**src/rtl/chess_pkg.sv**
```systemverilog
// Shared widths, slot encoding and controller state type for the move packing FIFO.
// A packed word holds eight 19-bit slots; the top bit of each slot marks it empty.
package chess_pkg;

    localparam int MOVE_W = 18;
    localparam int SLOT_W = 19;
    localparam int SLOTS  = 8;
    localparam int WORD_W = 152;

    // Every slot empty: invalid flag set, move bits cleared.
    localparam logic [WORD_W-1:0] ALL_INVALID = {SLOTS{{1'b1, {MOVE_W{1'b0}}}}};

    typedef enum logic {
        ST_COLLECT = 1'b0,
        ST_DONE    = 1'b1
    } state_t;

endpackage

```
**src/rtl/move_fifo_mem.sv**
```systemverilog
// Packed-word storage: synchronous write, registered read, no reset on the array
// so it maps onto block RAM.
module move_fifo_mem
    import chess_pkg::*;
#(
    parameter int DEPTH = 16,
    parameter int AW    = $clog2(DEPTH)
) (
    input  logic              clk,
    input  logic              wr_en,
    input  logic [AW-1:0]     wr_addr,
    input  logic [WORD_W-1:0] wr_data,
    input  logic              rd_en,
    input  logic [AW-1:0]     rd_addr,
    output logic [WORD_W-1:0] rd_data
);

    logic [WORD_W-1:0] mem_q [DEPTH];
    logic [WORD_W-1:0] rd_data_q;

    always_ff @(posedge clk) begin
        if (wr_en) begin
            mem_q[wr_addr] <= wr_data;
        end
        if (rd_en) begin
            rd_data_q <= mem_q[rd_addr];
        end
    end

    assign rd_data = rd_data_q;

endmodule

```
**src/rtl/move_pack_fifo.sv**
```systemverilog
// Packs 18-bit move codes eight to a word and queues the words for a consumer;
// gen_end flushes any partial word and latches done until the next reset.
module move_pack_fifo
    import chess_pkg::*;
#(
    parameter int DEPTH = 16
) (
    input  logic                       clk,
    input  logic                       reset,
    input  logic [MOVE_W-1:0]          move_in,
    input  logic                       move_valid,
    input  logic                       gen_end,
    output logic                       move_ready,
    input  logic                       rden,
    output logic [WORD_W-1:0]          fifoOut,
    output logic                       done,
    output logic [$clog2(DEPTH):0]     word_count
);

    localparam int AW = $clog2(DEPTH);
    localparam int CW = AW + 1;

    state_t            state_q, state_d;
    logic              done_q, done_d;
    logic [WORD_W-1:0] pack_q, pack_d;
    logic [2:0]        pack_count_q, pack_count_d;
    logic [AW-1:0]     wr_ptr_q, wr_ptr_d;
    logic [AW-1:0]     rd_ptr_q, rd_ptr_d;
    logic [CW-1:0]     count_q, count_d;
    logic              out_sel_q, out_sel_d;

    logic              mv_acc;
    logic              gen_acc;
    logic              push;
    logic              pop_mem;
    logic [WORD_W-1:0] pack_with;
    logic [WORD_W-1:0] mem_rd_data;

    assign move_ready = (state_q == ST_COLLECT) && (count_q < CW'(DEPTH));
    assign mv_acc     = move_valid && move_ready;
    assign gen_acc    = gen_end && move_ready;

    // Pack register with this cycle's accepted move dropped into the next free slot.
    generate
        for (genvar gi = 0; gi < SLOTS; gi++) begin : g_slot
            assign pack_with[gi*SLOT_W +: SLOT_W] =
                (mv_acc && (pack_count_q == 3'(gi))) ? {1'b0, move_in}
                                                     : pack_q[gi*SLOT_W +: SLOT_W];
        end
    endgenerate

    assign push    = (mv_acc && (pack_count_q == 3'd7)) ||
                     (gen_acc && (mv_acc || (pack_count_q != 3'd0)));
    assign pop_mem = rden && (count_q != '0);

    always_comb begin
        state_d      = state_q;
        done_d       = done_q;
        pack_d       = pack_q;
        pack_count_d = pack_count_q;
        wr_ptr_d     = wr_ptr_q;
        rd_ptr_d     = rd_ptr_q;
        out_sel_d    = out_sel_q;

        if (push) begin
            pack_d       = ALL_INVALID;
            pack_count_d = 3'd0;
            wr_ptr_d     = wr_ptr_q + AW'(1);
        end else if (mv_acc) begin
            pack_d       = pack_with;
            pack_count_d = pack_count_q + 3'd1;
        end

        if (pop_mem) begin
            rd_ptr_d = rd_ptr_q + AW'(1);
        end
        // An empty pop presents ALL_INVALID instead of stale RAM data.
        if (rden) begin
            out_sel_d = pop_mem;
        end

        count_d = count_q + CW'(push) - CW'(pop_mem);

        if (gen_acc) begin
            state_d = ST_DONE;
            done_d  = 1'b1;
        end
    end

    always_ff @(posedge clk) begin
        if (reset) begin
            state_q      <= ST_COLLECT;
            done_q       <= 1'b0;
            pack_q       <= ALL_INVALID;
            pack_count_q <= 3'd0;
            wr_ptr_q     <= '0;
            rd_ptr_q     <= '0;
            count_q      <= '0;
            out_sel_q    <= 1'b0;
        end else begin
            state_q      <= state_d;
            done_q       <= done_d;
            pack_q       <= pack_d;
            pack_count_q <= pack_count_d;
            wr_ptr_q     <= wr_ptr_d;
            rd_ptr_q     <= rd_ptr_d;
            count_q      <= count_d;
            out_sel_q    <= out_sel_d;
        end
    end

    move_fifo_mem #(
        .DEPTH (DEPTH),
        .AW    (AW)
    ) u_mem (
        .clk     (clk),
        .wr_en   (push),
        .wr_addr (wr_ptr_q),
        .wr_data (pack_with),
        .rd_en   (pop_mem),
        .rd_addr (rd_ptr_q),
        .rd_data (mem_rd_data)
    );

    assign fifoOut    = out_sel_q ? mem_rd_data : ALL_INVALID;
    assign done       = done_q;
    assign word_count = count_q;

endmodule

```
**config.mk**
```make
export PLATFORM = sky130hd
export DESIGN_NAME = move_pack_fifo
export DESIGN_NICKNAME = d
export VERILOG_FILES = /design/src/rtl/chess_pkg.sv /design/src/rtl/move_fifo_mem.sv /design/src/rtl/move_pack_fifo.sv
export SDC_FILE = /design/constraint.sdc
export NUM_CORES = 2
export LEC_CHECK = 0
export CORE_UTILIZATION = 30
export CTS_CLUSTER_DIAMETER = 30
export DETAILED_ROUTE_END_ITERATION = 6
export GPL_TIMING_DRIVEN = 0
export PLACE_DENSITY = 0.5
export SLEW_MARGIN = 20
export SYNTH_ARGS = -nofsm -noshare
export SYNTH_HDL_FRONTEND = slang
export SYNTH_HIERARCHICAL = 1
export SYNTH_SLANG_ARGS = --single-unit
```
**constraint.sdc**
```tcl
create_clock -name clk -period 18.5 [get_ports clk]
set_clock_uncertainty 0.2 [all_clocks]
set_input_delay 1.85 -clock clk [delete_from_list [all_inputs] [get_ports clk]]
set_output_delay 1.85 -clock clk [all_outputs]
set_load 0.01 [all_outputs]
```
# --- After elaboration in Yosys (flattened, before gate mapping) ---
# Memory sizes are Yosys's and may differ from the RTL's. A register that Yosys moved wholly into a read port is not among the register bits.
# Cells that the tools add are included.
totals:
  regBits: 170
  mem_bits_rw: 2432
  inputBits: 23
  output_inout_bits: 159
  elab_cells: 52
  mem_count: 1
classes:
  addsub: 5
  magnitude_cmp: 1
  eq_ne: 7
  n_mux: 11
  n_bitwise: 1
  n_reduce_logical: 19
memory_table:
  columns: ["memory", "depth", "width", "rd", "rd_clocked_by_memory_dff", "wr", "line", "rtl"]
  rows:
  - ["u_mem.mem_q", 16, 152, 1, 1, 1, "move_fifo_mem.sv:18", "logic [WORD_W-1:0] mem_q [DEPTH];"]
op_table:
  columns: ["cell", "count"]
  rows:
  - ["two-way mux 152 bit", 1]
  - ["two-way mux 19 bit", 8]
  - ["logical AND 1 bit", 13]
  - ["== test 3 bit, second input constant", 4]
  - ["adder 4 x 1 -> 4 bit, second input constant", 2]
  - ["== test 3 x 2 -> 1 bit, second input constant", 2]
  - ["adder 5 x 1 -> 5 bit", 1]
  - ["< comparator 5 bit, second input constant", 1]
  - ["nonzero test 5 bit", 1]
  - ["subtractor 5 x 1 -> 5 bit", 1]
  - ["adder 3 x 1 -> 3 bit, second input constant", 1]
  - ["== test 3 x 1 -> 1 bit, second input constant", 1]
  - ["zero test 3 bit", 1]
  - ["nonzero test 3 bit", 1]
  - ["logical OR 1 bit", 2]
  - ["two-way mux 1 bit", 2]
  - ["OR reduction 2 bit", 1]
  - ["NOT 1 bit", 1]

# --- Logic depth before layout (Yosys ltp) ---
logic_depth:
  depth_word: 8
  ltp_mapped: 13
  ltp_nobuf: 13

# --- Modules after synthesis ---
# Netlist, hierarchy kept.
modules_own_cells:
  columns: ["module", "instances", "cells_each", "area_each_um2", "seq_area_each_um2"]
  rows:
  - ["move_fifo_mem", 1, 3972, 95980.8, 77594.4]
  - ["move_pack_fifo", 1, 771, 8017.7, 3403.3]

# --- Worst setup path after synthesis ---
# No wires, ideal clock.
synth_path:
  path_kind: "input -> register"
  startpoint: "input port move_valid"
  endpoint: "memory u_mem.mem_q[0][0], enable pin"
  setup_time_ns: 0.849
  arrival_time_ns: 13.159
  required_time_ns: 17.451
  path_slack_ns: 4.291
  cell_stages: 5
  path_buffers: 0
  cell_sequence: "and4bb_2 a31oi_2 inv_1 or3b_2 nor3_1"
synth_between:
  elab_chain_len: 6
  word_cells_on_any_way: 7
  classes_between: "2 x mux; 5 x reduce/logical"
synth_lines:
  columns: ["element", "line", "rtl"]
  rows:
  - ["from (decl)", "move_pack_fifo.sv:11", "input logic move_valid,"]
  - ["logical AND 1 bit *", "move_pack_fifo.sv:40", "assign mv_acc = move_valid && move_ready;"]
  - ["logical OR 1 bit", "move_pack_fifo.sv:53", "(gen_acc && (mv_acc || (pack_count_q != 3'd0)));"]
  - ["logical AND 1 bit", "move_pack_fifo.sv:53", null]
  - ["logical OR 1 bit *", "move_pack_fifo.sv:52", "assign push = (mv_acc && (pack_count_q == 3'd7)) ||"]
  - ["via push", "move_pack_fifo.sv:34", "logic push;"]
  - ["two-way mux 1 bit *", "move_fifo_mem.sv:22", "if (wr_en) begin"]
  - ["two-way mux 1 bit (not written as such) *", "move_fifo_mem.sv:23", "mem_q[wr_addr] <= wr_data;"]
  - ["to (decl)", "move_fifo_mem.sv:18", null]
# Mark *: on every way through the listed nets, which the timed path passes. The rest lies on a longest branch.

# --- Worst setup path after layout ---
layout_path:
  startpoint: "register out_sel_q"
  endpoint: "output port fifoOut[142]"
layout_between:
  elab_chain_len: 1
layout_lines:
  columns: ["element", "line", "rtl"]
  rows:
  - ["from (decl)", "move_pack_fifo.sv:30", "logic out_sel_q, out_sel_d;"]
  - ["from (signal assigned)", "move_pack_fifo.sv:108", "out_sel_q <= out_sel_d;"]
  - ["two-way mux 152 bit", "move_pack_fifo.sv:125", "assign fifoOut = out_sel_q ? mem_rd_data : ALL_INVALID;"]
  - ["to (decl)", "move_pack_fifo.sv:15", "output logic [WORD_W-1:0] fifoOut,"]
# Every way passes these cells.

==> out/metrics.cfg <==
[cts]
cts_root_buf = clkbuf_16
cts_sinks = 2754
cts_max_level = 6
tritoncts = yes
clk_latency_ns = 0.89
clk_path_buf_depth = 4
post_cts_resized = 0
cts_buffers = 559
path_clk_slew_ns = 0.05
hold_buffers = 0
postCtsSetupRepairBufs = 0

[cells_and_area]
areaGrowthSynthToFinish_pct = 29.7
drive_above_1_share_pct = 34.4
layout_commonest_cell = edfxtp_1
seqCellArea_mm2 = 0.0810
finalNetCount = 5788
final_cell_mix = edfxtp_1 (2584), clkbuf_16 (571), mux4_2 (569), and2_1 (293), a22oi_1 (259)
fillers = 30500
multi_input_area_mm2 = 0.0216

[global_route]
overflow = 0
grt_max_degree = 69
antenna_found_initial = 39
grt_pass1_wl_mm = 433
grt_pass1_vias = 55700
grt_usage_pct = 17.7

[drt]
num_vias = 52900
wl_mm = 312
post-route-drc-count = 0
wl_per_cell_um = 28.9
viasPerCell = 4.91
drtPass1Iterations = 6
drt-initial-drc-count = 5086
antenna_left = 0

[timing]
period_share_pct = 33.9
setup_viol = 0
worstMarginPinSlew_ns = 1.15
fin_crit_ns = 6.27
max_freq_mhz = 160
fin_setup_tns_ns = 0
final.setup.worst_slack_ns = 12.23
slew_headroom_pct = 23.6
drv_slew = 0
hold_viol = 0
rsz0062_at_grt = false

[yosys]
syn_inst = 4743
async_flop_share_pct = 0
netlist_top_cells_area = edfxtp_1 (75%), mux4_2 (12%), dfxtp_1 (3.3%)
ys_seq_area_share_pct = 77.9
yosysTopAreaCell = edfxtp_1
ys_types = 48
synthFlopType = edfxtp_1
synth_top_area_share_pct = 74.6
syn_nets = 4781
syn_area_per_cell_um2 = 21.9
synth_warnings = 6
synth-seq-cells = 2754
syn_area_mm2 = 0.104
synth-edff-count = 2584

[die]
rows = 215
die_h_um = 591
dieArea_mm2 = 0.349
initial_core_util_pct = 30.2
io_pins = 182
core_mm2 = 0.344
die_width_um = 591

[pwr]
p_leak_nw = 45.8
pwr-share-comb_pct = 12.9
sw_frac_of_total_pct = 24.4
ir_drop_mv = 0.0728
seqPwrFrac_pct = 36.4
p_sw_mw = 4.79
clkPwrFrac_pct = 50.7
p_per_area_mw_per_mm2 = 145
power.internal_mw = 14.8

[setup_path]
critPathKind = reg -> out
r2r_cells = 17
arrival_ns = 4.22
crit_path_start_kind = register
end_kind = primary output
worstPathRequired_ns = 16.45
crit_fanout = 10

[place]
dp.final_hpwl_mm = 208
place_congestion = 0.730
dpl_worst_slack_ns = 11.97
port_buffers = 181

[job]
maxCapViolCount = 0

[status]
status = finished clean

[min_path]
hold_path.class = reg -> reg
min_path_cells = 1

==> layer usage <==
metal	global-route usage, %	wire length [um]
met5	0	18
met3	3.44	20000
met1	22.7	126000
met2	30.5	158000
met4	4.87	7590
==> critical path: stages, from the launching register on <==
cell	delay, ns
dfxtp_1	0.30
clkbuf_2	0.36
buf_16	0.21
clkbuf_2	0.33
buf_16	0.21
clkbuf_1	0.79
and2_1	0.47
clkdlybuf4s50_1	0.62
==> through the flow <==
stage | cell area (um^2) | instances | hold slack, ns | total power [mW] | utilization, %
after floorplan | 104000 | 4743 | 0.207 | 8.75 | -
after global placement | 112000 | 9481 | 0.238 | 9.86 | 32.4
after detailed placement | 116000 | 9745 | 0.240 | 9.85 | 33.7
after CTS | 135000 | 10800 | 0.256 | 19.8 | 39.2
after global routing | 135000 | 10800 | 0.272 | 20.3 | 39.2
final | 135000 | 10800 | 0.252 | 19.6 | 39.2
==> path summary, 6_finish.rpt <==
| kind | startpoint | to | slack, ns |
|---|---|---|---|
| worst min-delay path | pack_q[140] | pack_q[140] | 0.25 |
| worst max-delay path | out_sel_q | fifoOut[142] | 12.23 |
| worst max register to register | pack_count_q[0] | u_mem/mem_q[8][40] | 13.47 |
| worst min register to register | pack_q[140] | pack_q[140] | 0.25 |
==> cell families after synthesis <==
kind of cell | Yosys count | share of synthesized area (%)
multiplexers | 811 | 15.0
AO/OA/AOI/OAI | 341 | 2.45
buffers and inverters | 268 | 1.49
adder cells (fa/ha/maj) | 15 | 0.188
XOR/XNOR | 7 | 0.0590
AND/OR/NAND/NOR | 547 | 2.98
flip-flops | 2754 | 77.9
==> flip-flops by register name (all words and copies together) (netlist names) <==
| signal | count |
|---|---|
| u_mem/rd_data | 152 |
| out_sel_q | 1 |
| wr_ptr_q | 4 |
| done | 1 |
| word_count | 5 |
| rd_ptr_q | 4 |
| pack_q | 152 |
| pack_count_q | 3 |
| u_mem/mem_q | 2432 |
==> cell usage after synthesis (4+ instances only) <==
cell type  number
a21oi_1        11
a221oi_1       13
a22oi_1       259
and2_1        293
buf_1           7
buf_2          99
buf_4          14
buf_6          47
clkbuf_1       88
dfxtp_1       170
edfxtp_1     2584
ha_1           14
inv_1          12
mux2_2        204
mux2_4         12
mux2i_1        26
mux4_2        569
nand2_1       117
nand2b_1       33
nand3_1         5
nor2_1         28
nor2b_1        41
nor3_1          6
o21ai_0        23
o221ai_1       26
o22a_1          6
or3_1           4
xor2_1          5
==> final cells by class <==
cell class              count  area share [%]
clock inverters           323            2.87
plain buffers             256            1.13
well taps                4557            4.23
repair buffers            446            4.61
inverters                  12          0.0389
diodes                     19          0.0352
multi-input cells        1721            16.0
clock buffers             689            11.1
flip-flops and latches   2754            60.0
==> power groups by stage <==
stage / Clock (mW) / Combinational (mW) / Sequential [mW]
after detailed placement: 0 / 2.60 / 7.25
after floorplan: 0 / 1.49 / 7.26
after global placement: 0 / 2.52 / 7.34
after global routing: 10.4 / 2.69 / 7.15
after CTS: 10.1 / 2.61 / 7.15
final: 9.94 / 2.53 / 7.14
Power figures use the tool's default switching activity.
